**config.mk**
```make
export PLATFORM = sky130hd
export DESIGN_NAME = gpu_rect_rasterizer
export DESIGN_NICKNAME = d
export VERILOG_FILES = /design/src/rtl/gpu_rect_rasterizer.sv
export SDC_FILE = /design/constraint.sdc
export NUM_CORES = 1
export LEC_CHECK = 0
export ABC_AREA = 1
export CORE_MARGIN = 2
export CORE_UTILIZATION = 45
export CTS_CLUSTER_DIAMETER = 150
export DETAILED_ROUTE_END_ITERATION = 10
export PLACE_DENSITY = 0.64
export SETUP_SLACK_MARGIN = 0.02
export SYNTH_ARGS = -nofsm -noshare
export SYNTH_HDL_FRONTEND = slang
export SYNTH_SLANG_ARGS = --single-unit
export TNS_END_PERCENT = 5
```
**constraint.sdc**
```tcl
create_clock -name clk -period 14.6 [get_ports clk]
set_input_delay 2.19 -clock clk [delete_from_list [all_inputs] [get_ports clk]]
set_output_delay 2.19 -clock clk [all_outputs]
set_load 0.01 [all_outputs]
```
**src/rtl/gpu_rect_rasterizer.sv**
```systemverilog
// ============================================================================
// gpu_rect_rasterizer : rectangle fill / sprite blit into the framebuffer,
// one pixel per enabled cycle. Optional macro: GPU_TRANSPARENCY_EN.
// Revision: 1.0
// ============================================================================
`default_nettype none

package gpu_pkg;
    typedef struct packed {
        logic [10:0] x;
        logic [10:0] y;
        logic [10:0] width;
        logic [10:0] height;
        logic [11:0] color;
        logic        mem_en;
        logic [15:0] mem_addr;
        logic        scale;
    } gpu_op_t;
endpackage

module gpu_rect_rasterizer #(
    parameter int HOR_ACTIVE_PIXELS = 640,
    parameter int VER_ACTIVE_PIXELS = 480,
    parameter int COLOR_BITS        = 12,
    parameter int MEM_ADDR_BITS     = 16,
    parameter int FB_ADDR_BITS      = $clog2(HOR_ACTIVE_PIXELS*VER_ACTIVE_PIXELS)
) (
    input  logic                     clk,
    input  logic                     rst,
    input  logic                     ce,
    input  gpu_pkg::gpu_op_t         op,
    input  logic                     op_valid,
    output logic                     op_ready,
    output logic [MEM_ADDR_BITS-1:0] mem_rd_addr,
    input  logic [COLOR_BITS-1:0]    mem_rd_data,
    output logic                     fb_wr_en,
    output logic [FB_ADDR_BITS-1:0]  fb_wr_addr,
    output logic [COLOR_BITS-1:0]    fb_wr_data
);

    typedef enum logic [2:0] {
        S_IDLE   = 3'd0,
        S_FILL   = 3'd1,
        S_SPRITE = 3'd2,
        S_DRAIN  = 3'd3,
        S_DONE   = 3'd4
    } state_t;

    state_t                  state;
    state_t                  state_nxt;
    gpu_pkg::gpu_op_t        r_op;
    logic [10:0]             r_col;
    logic [10:0]             r_row;
    logic                    r_s_valid;
    logic [FB_ADDR_BITS-1:0] r_s_addr;

    logic                    w_accept;
    logic                    w_zero_area;
    logic                    w_last_col;
    logic                    w_last_px;
    logic [11:0]             w_px;
    logic [11:0]             w_py;
    logic                    w_in_bounds;
    logic [FB_ADDR_BITS-1:0] w_pix_addr;
    logic [11:0]             w_stride;
    logic [10:0]             w_tc;
    logic [10:0]             w_tr;
    logic                    w_transp;

    assign w_accept    = ce && op_valid && (state == S_IDLE);
    assign w_zero_area = (op.width == 11'd0) || (op.height == 11'd0);
    assign w_last_col  = (r_col == r_op.width - 11'd1);
    assign w_last_px   = w_last_col && (r_row == r_op.height - 11'd1);

    // Screen coordinates use 12 bits so x+col never wraps back on screen.
    assign w_px        = {1'b0, r_op.x} + {1'b0, r_col};
    assign w_py        = {1'b0, r_op.y} + {1'b0, r_row};
    assign w_in_bounds = (32'(w_px) < HOR_ACTIVE_PIXELS) && (32'(w_py) < VER_ACTIVE_PIXELS);
    assign w_pix_addr  = FB_ADDR_BITS'(32'(w_py) * 32'(HOR_ACTIVE_PIXELS) + 32'(w_px));

    // Upscaled sprites keep a half-width stride, rounded up for odd widths.
    assign w_stride    = r_op.scale ? (({1'b0, r_op.width} + 12'd1) >> 1) : {1'b0, r_op.width};
    assign w_tc        = r_col >> r_op.scale;
    assign w_tr        = r_row >> r_op.scale;
    assign mem_rd_addr = MEM_ADDR_BITS'(r_op.mem_addr)
                       + MEM_ADDR_BITS'(23'(w_tr) * 23'(w_stride) + 23'(w_tc));

`ifdef GPU_TRANSPARENCY_EN
    assign w_transp = r_op.mem_en && (mem_rd_data == '0);
`else
    assign w_transp = 1'b0;
`endif

    assign op_ready   = (state == S_IDLE);
    assign fb_wr_en   = ce && (((state == S_FILL) && w_in_bounds) || (r_s_valid && !w_transp));
    assign fb_wr_addr = r_op.mem_en ? r_s_addr : w_pix_addr;
    assign fb_wr_data = r_op.mem_en ? mem_rd_data : COLOR_BITS'(r_op.color);

    always_comb begin
        state_nxt = state;
        case (state)
            S_IDLE: begin
                if (w_accept) begin
                    if (w_zero_area)
                        state_nxt = S_DONE;
                    else if (op.mem_en)
                        state_nxt = S_SPRITE;
                    else
                        state_nxt = S_FILL;
                end
            end
            S_FILL:   if (w_last_px) state_nxt = S_DONE;
            S_SPRITE: if (w_last_px) state_nxt = S_DRAIN;
            S_DRAIN:  state_nxt = S_DONE;
            S_DONE:   state_nxt = S_IDLE;
            default:  state_nxt = S_IDLE;
        endcase
    end

    always_ff @(posedge clk or posedge rst) begin
        if (rst)
            state <= S_IDLE;
        else if (ce)
            state <= state_nxt;
    end

    always_ff @(posedge clk or posedge rst) begin
        if (rst) begin
            r_op  <= '0;
            r_col <= '0;
            r_row <= '0;
        end else if (ce) begin
            if (w_accept) begin
                r_op  <= op;
                r_col <= '0;
                r_row <= '0;
            end else if ((state == S_FILL) || (state == S_SPRITE)) begin
                if (w_last_col) begin
                    r_col <= '0;
                    r_row <= r_row + 11'd1;
                end else begin
                    r_col <= r_col + 11'd1;
                end
            end
        end
    end

    // Sprite pixels trail their ROM address by one cycle to meet the texel.
    always_ff @(posedge clk or posedge rst) begin
        if (rst) begin
            r_s_valid <= 1'b0;
            r_s_addr  <= '0;
        end else if (ce) begin
            r_s_valid <= (state == S_SPRITE) && w_in_bounds;
            if (state == S_SPRITE)
                r_s_addr <= w_pix_addr;
        end
    end

endmodule

`default_nettype wire

```
==> results of run 1 <==
[power breakdown]
group | leakage [nW] | internal, W | total [W] | switching, W
sequential | 1.50 | 0.000469 | 0.000597 | 0.000128
clock | 0.265 | 0.000222 | 0.000404 | 0.000182
combinational | 5.46 | 0.00117 | 0.00273 | 0.00156
[Yosys cell counts, drive strengths merged, types with 23 or more instances]
cell    instances  area share [%]
inv           320             9.8
a21oi          40             1.6
nand2         485              15
fa             96              15
ha             89             9.0
xnor2          23             1.6
nor2          106             3.5
o21ai         157             6.7
dfrtp         119              24
xor2           55             3.9
nand3          80             3.4
nand4          29             1.5
clkbuf         30            0.91
[per-layer routing]
| metal | part of all wire, % | track usage (%) | vias up | wire [um] |
|---|---|---|---|---|
| met5 | 0 | 0 | - | 0 |
| met4 | 1.3 | 4.87 | 0 | 421 |
| met3 | 3.9 | 3.12 | 26 | 1300 |
| met2 | 49 | 41.6 | 286 | 16000 |
| met1 | 46 | 32.0 | 5232 | 15100 |
| li1 | - | - | 5515 | - |
[flip-flops by register name, indices dropped and copies added, names as in the netlist]
register	cells
r_op	74
r_s_addr	19
r_col	11
r_row	11
state	3
r_s_valid	1
[area by class of cell]
type                       instances  area [um^2]
timing repair buffer             144         1430
tap                              341          427
multi-input combinational       1215         8020
clock buffer                      18          429
clock inverter                    14          118
sequential                       119         2980
fill                            2628        12400
inverter                         321         1220
[worst reg2reg max path, stage by stage (launching register included)]
cell,delay [ns]
dfrtp_1,0.50
ha_1,0.30
fa_1,0.43
nand3_1,0.11
nand3_1,0.11
xor2_1,0.20
inv_1,0.11
ha_1,0.31
inv_1,0.06
fa_1,0.54
inv_1,0.04
ha_1,0.34
nand2_1,0.07
inv_1,0.07
nand3_1,0.06
o21ai_0,0.29
nand2_1,0.13
nor2_1,0.14
nand2_1,0.07
nor2_1,0.16
nand4_1,0.15
nand2_1,0.10
nand2_1,0.06
nand3_1,0.06
nand2_1,0.06
[placed cells by master (no fill, tap or decap), types with 2 or more instances in the layout]
| cell type | n |
|---|---|
| a21boi_0 | 2 |
| xnor2_1 | 23 |
| a31oi_1 | 6 |
| nand2_2 | 11 |
| nand3b_1 | 2 |
| inv_6 | 6 |
| nand4_1 | 29 |
| o21ai_2 | 13 |
| o21ai_1 | 15 |
| fa_1 | 96 |
| inv_1 | 308 |
| nor2_1 | 101 |
| a21oi_1 | 40 |
| clkinvlp_4 | 2 |
| o21ai_0 | 129 |
| nand3_2 | 2 |
| nor2_4 | 3 |
| a21o_1 | 3 |
| clkbuf_16 | 17 |
| buf_4 | 6 |
| clkinv_2 | 2 |
| xor2_1 | 54 |
| ha_1 | 89 |
| nand3_1 | 77 |
| or2_2 | 6 |
| nand2_4 | 2 |
| dfrtp_1 | 119 |
| clkinv_4 | 4 |
| o21bai_1 | 5 |
| inv_2 | 9 |
| nand2_1 | 472 |
| nor4_1 | 7 |
| nor3_1 | 19 |
| clkdlybuf4s50_1 | 138 |
| inv_8 | 2 |
[final timing paths]
kind | start | endpoint | cells past startpoint
min in group asynchronous | rst | r_op[24]$_DFFE_PP0P_ | 2
worst min-delay path | r_op[63]$_DFFE_PP0P_ | r_op[63]$_DFFE_PP0P_ | 2
worst max register to register | r_row[0]$_DFFE_PP0P_ | r_s_addr[18]$_DFFE_PP0P_ | 24
max in group asynchronous | rst | r_op[7]$_DFFE_PP0P_ | 3
worst max-delay path | r_op[0]$_DFFE_PP0P_ | mem_rd_addr[14] | 22
worst min register to register | r_op[63]$_DFFE_PP0P_ | r_op[63]$_DFFE_PP0P_ | 2
[metrics by stage]
stage                     cell area (um^2)  worst slack, ns
after floorplan                      12400             6.86
after global placement               14100             5.99
after detailed placement             14100             5.85
after CTS                            14600             5.39
after global routing                 14600             4.90
final                                14600             5.42
[logic make-up after synthesis]
| logic type | Yosys count | synth area share, % |
|---|---|---|
| AO/OA/AOI/OAI | 215 | 9.36 |
| flip-flops | 119 | 24.0 |
| buffers and inverters | 364 | 11.5 |
| adder cells (fa/ha/maj) | 185 | 24.5 |
| AND/OR/NAND/NOR | 737 | 25.2 |
| XOR/XNOR | 78 | 5.56 |
==> metrics.cfg, run 1 <==
[clock_tree]
cts.sinks = 119
htree_num_levels = 4
clockBufferDepth = 2
cts_tree = yes
ctsHoldBuffers = 0
clk_pin_slew_worst_paths_ns = 0.06
post_cts_buffers = 0
numCtsBuffers = 17
clk_latency_ns = 0.43
post_cts_resized = 0
cts-root-buf = clkbuf_16

[timing]
min_period_ns = 9.18
rsz0062_at_grt = false
period_share_pct = 62.9
tightest_slew_ns = 1.07
setup_viol = 0
hold_violations = 0
fmax_mhz = 109
fin_hold_ws_ns = 0.484
clock_skew_ns = 0.0222
setup_tns_ns = 0
final-max-slew-violation-count = 0
slew_headroom_pct = 28.4

[global_route]
grt_pass1_wl_um = 54700
antenna_found_initial = 0
grt_pass1_vias = 10863
grt_max_degree = 114
grt.overflow.total = 0
grt_usage_pct = 23.9

[drt]
via_count = 11059
drcViolationCount = 0
ant_nets = 0
first_iter_violations = 652
firstDrtPassIters = 5
viasPerCell = 5.09
routedWlPerCell_um = 15.1
wl_um = 32900

[placement]
hpwl_um = 26300
place.port_buffers = 138
dp_cells = 2140
place_congestion = 0.903

[floorplan]
start_util_pct = 45.9
dieArea_mm2 = 0.0289
ios = 139
die_y_um = 170
dieWidth_um = 170
core_mm2 = 0.0270
rows = 60

[flow_run]
maxCapViolations = 0

[critical_path]
rrSetupSlack_ns = 10.04
start_kind = flop
worstSetupPathType = reg -> out
slowest_delay_ns = 0.61
path_common_cell = fa_1
crit_chain = buf_4, nand2_1, nand2_1, xor2_1, nand2_1, fa_1, fa_1, inv_1, ha_1, fa_1, inv_1, fa_1, inv_1, ha_1, a21oi_1, a21boi_0, o21ai_0, a21boi_0, o21bai_1, a21oi_1, xnor2_1, clkdlybuf4s50_1
cp_max_fo = 57
cp_slowest_cell = xor2_1
cp.required_ns = 12.41
arrival_ns = 6.99
end_kind = output port
crit_family = adder cells
critPathBufInv = 5

[final_layout]
diodes = 0
utilization_pct = 54.1
drive_above_1_share_pct = 4.97
area_growth_pct = 17.7
nets = 2093
fin_cells = 2172

[yosys]
yosysSeqAreaShare_pct = 24.0
synth-edff-count = 0
synthArstFlopShare_pct = 100
netlist_area_mm2 = 0.0124
synth_nets = 1973
syn_avg_cell_area_um2 = 7.31
synth.distinct_cells = 43
ys.warnings.count = 0
ys.flop_type = dfrtp_1
syn_inst = 1698
ys_seq_elements = 119

[status]
status = finished, final reports clean

[power_and_ir_drop]
irDropWorstVdd_mv = 0.153
power_w = 0.00373
p_per_area_mw_per_mm2 = 255
power.leakage_nw = 7.23

[hold_path]
worstHoldPathType = reg -> reg

No activity file was read; power rests on OpenSTA's default activity.
==> run 2: changes to the inputs <==
PLACE_DENSITY = 0.67   (was 0.64)
clock period = 7.97 ns   (was 14.6 ns; I/O delays follow)
==> metrics.cfg, run 2 (synthesis gave the netlist of run 1 again) <==
[timing]
min_period_ns = 7.66
tightest_slew_ns = 1.11
layout_setup_ws_ns = 0.309
clock_skew_ns = 0.0132
fmax_mhz = 131
rsz0062_at_grt = true
setup_viol = 0
period_share_pct = 96.1
setup_tns_ns = 0
hold_violations = 0
slew_headroom_pct = 25.9
final-max-slew-violation-count = 0

[global_route]
antenna_found_initial = 0
grt_pass1_vias = 10854
grtUsageMet1_pct = 33.1
grt.overflow.total = 0
grt_pass1_wl_um = 54600
met3_usage_pct = 3.35
grt_max_degree = 114
grt-busiest-layer = met2
grtUsageMet2_pct = 39.6
grt_usage_pct = 23.9

[final_layout]
area_growth_pct = 20.3
top_register = r_op
utilization_pct = 55.2
largest_reg_flops = 74
largestRegisters = r_op (74), r_s_addr (19)
diodes = 0
final_cell_mix = 468 x nand2_1, 307 x inv_1, 136 x clkdlybuf4s50_1
final_common_cell = nand2_1
nets = 2115
drive_above_1_share_pct = 7.50

[clock_tree]
clk_latency_ns = 0.43
numCtsBuffers = 17
cts-root-buf = clkbuf_16
cts_tree = yes
clk_pin_slew_worst_paths_ns = 0.06
cts.sinks = 119
htree_num_levels = 4
clockBufferDepth = 2

[floorplan]
dieWidth_um = 170
rows = 60
die_y_um = 170
dieArea_mm2 = 0.0289
core_mm2 = 0.0270
start_util_pct = 45.9
ios = 139

[drt]
drcViolationCount = 0
first_iter_violations = 786
via_count = 11071
viasPerCell = 5.05
wl_um = 32800
routedWlPerCell_um = 14.9
firstDrtPassIters = 5
ant_nets = 0

[placement]
place_congestion = 0.941
hpwl_um = 26100
place.port_buffers = 138
place_ws_ns = 0.316

[critical_path]
cp.required_ns = 6.77
cp_slowest_cell = clkdlybuf4s50_1
crit_chain = buf_4, nand2_1, o21ai_4, inv_1, nor2_1, fa_1, inv_1, fa_1, inv_1, fa_1, inv_1, fa_1, fa_1, inv_1, ha_1, nand2_1, inv_1, a21boi_1, o21ai_0, a21boi_1, o21bai_1, a21oi_1, xnor2_1, clkdlybuf4s50_1
arrival_ns = 6.47
slowest_delay_ns = 0.55
end_kind = output port
start_kind = flop
cp_max_fo = 21
worstSetupPathType = reg -> out
path_common_cell = inv_1

[hold_path]
worstHoldPathType = reg -> reg

[status]
status = finished, final reports clean

[flow_run]
maxCapViolations = 0

[power_and_ir_drop]
irDropWorstVdd_mv = 0.267
power.leakage_nw = 7.39
p_per_area_mw_per_mm2 = 469

## run 2: per-layer routing
layer / vias up / share of wire, %
li1: 5561 / -
met1: 5196 / 47
met2: 277 / 47
met3: 37 / 4.3
met4: 0 / 1.6
met5: - / 0
## run 2: cell type report
type	count	area [um^2]
Tap cell	341	427
Clock inverter	15	180
Clock buffer	17	425
Sequential cell	119	2990
Multi-Input combinational cell	1215	8090
Timing Repair Buffer	166	1600
Inverter	321	1220
Fill cell	2613	12100
## run 2: metrics by stage
step	hold WS [ns]	cells	cell area [um^2]	total power [W]
after floorplan	0.442	1698	12400	0.00434
after global placement	0.459	2152	14200	0.00602
after detailed placement	0.471	2152	14200	0.00610
after CTS	0.485	2184	14800	0.00698
after global routing	0.505	2194	14900	0.00775
final	0.483	2194	14900	0.00699
## run 2: where the power goes
group / internal (W) / switching [W] / leakage (nW) / total (W)
sequential: 0.000862 / 0.000259 / 1.49 / 0.00112
combinational: 0.00219 / 0.00285 / 5.61 / 0.00504
clock: 0.000475 / 0.000356 / 0.289 / 0.000831
## run 2: critical path: cells and delay by family, from the launching register on
family / cells / cell delay, ns
adder cells (fa/ha/maj): 6 / 2.86
flip-flops: 1 / 0.45
buffers and inverters: 8 / 1.25
AO/OA/AOI/OAI: 6 / 1.02
XOR/XNOR: 1 / 0.13
AND/OR/NAND/NOR: 3 / 0.31
## run 2: path summary, 6_finish.rpt
check	depth (start not counted)	end	from	slack [ns]
worst max-delay path	24	mem_rd_addr[14]	r_op[0]$_DFFE_PP0P_	0.31
worst min-delay path	2	r_op[15]$_DFFE_PP0P_	r_op[15]$_DFFE_PP0P_	0.48
worst max register to register	24	r_s_addr[18]$_DFFE_PP0P_	r_row[0]$_DFFE_PP0P_	3.46
worst min register to register	2	r_op[15]$_DFFE_PP0P_	r_op[15]$_DFFE_PP0P_	0.48
max in group asynchronous	3	r_op[49]$_DFFE_PP0P_	rst	5.41
min in group asynchronous	2	r_s_addr[4]$_DFFE_PP0P_	rst	1.31
## run 2: timing repair
| item | 4_1_cts | 5_1_grt |
|---|---|---|
| hold endpoints to repair | 0 | 0 |
| hold buffers | 0 | 0 |
| pin swaps | 0 | 6 |
| gates resized for setup | 8 | 26 |
| setup endpoints to repair | 2 | 4 |
| buffers inserted | 0 | 10 |
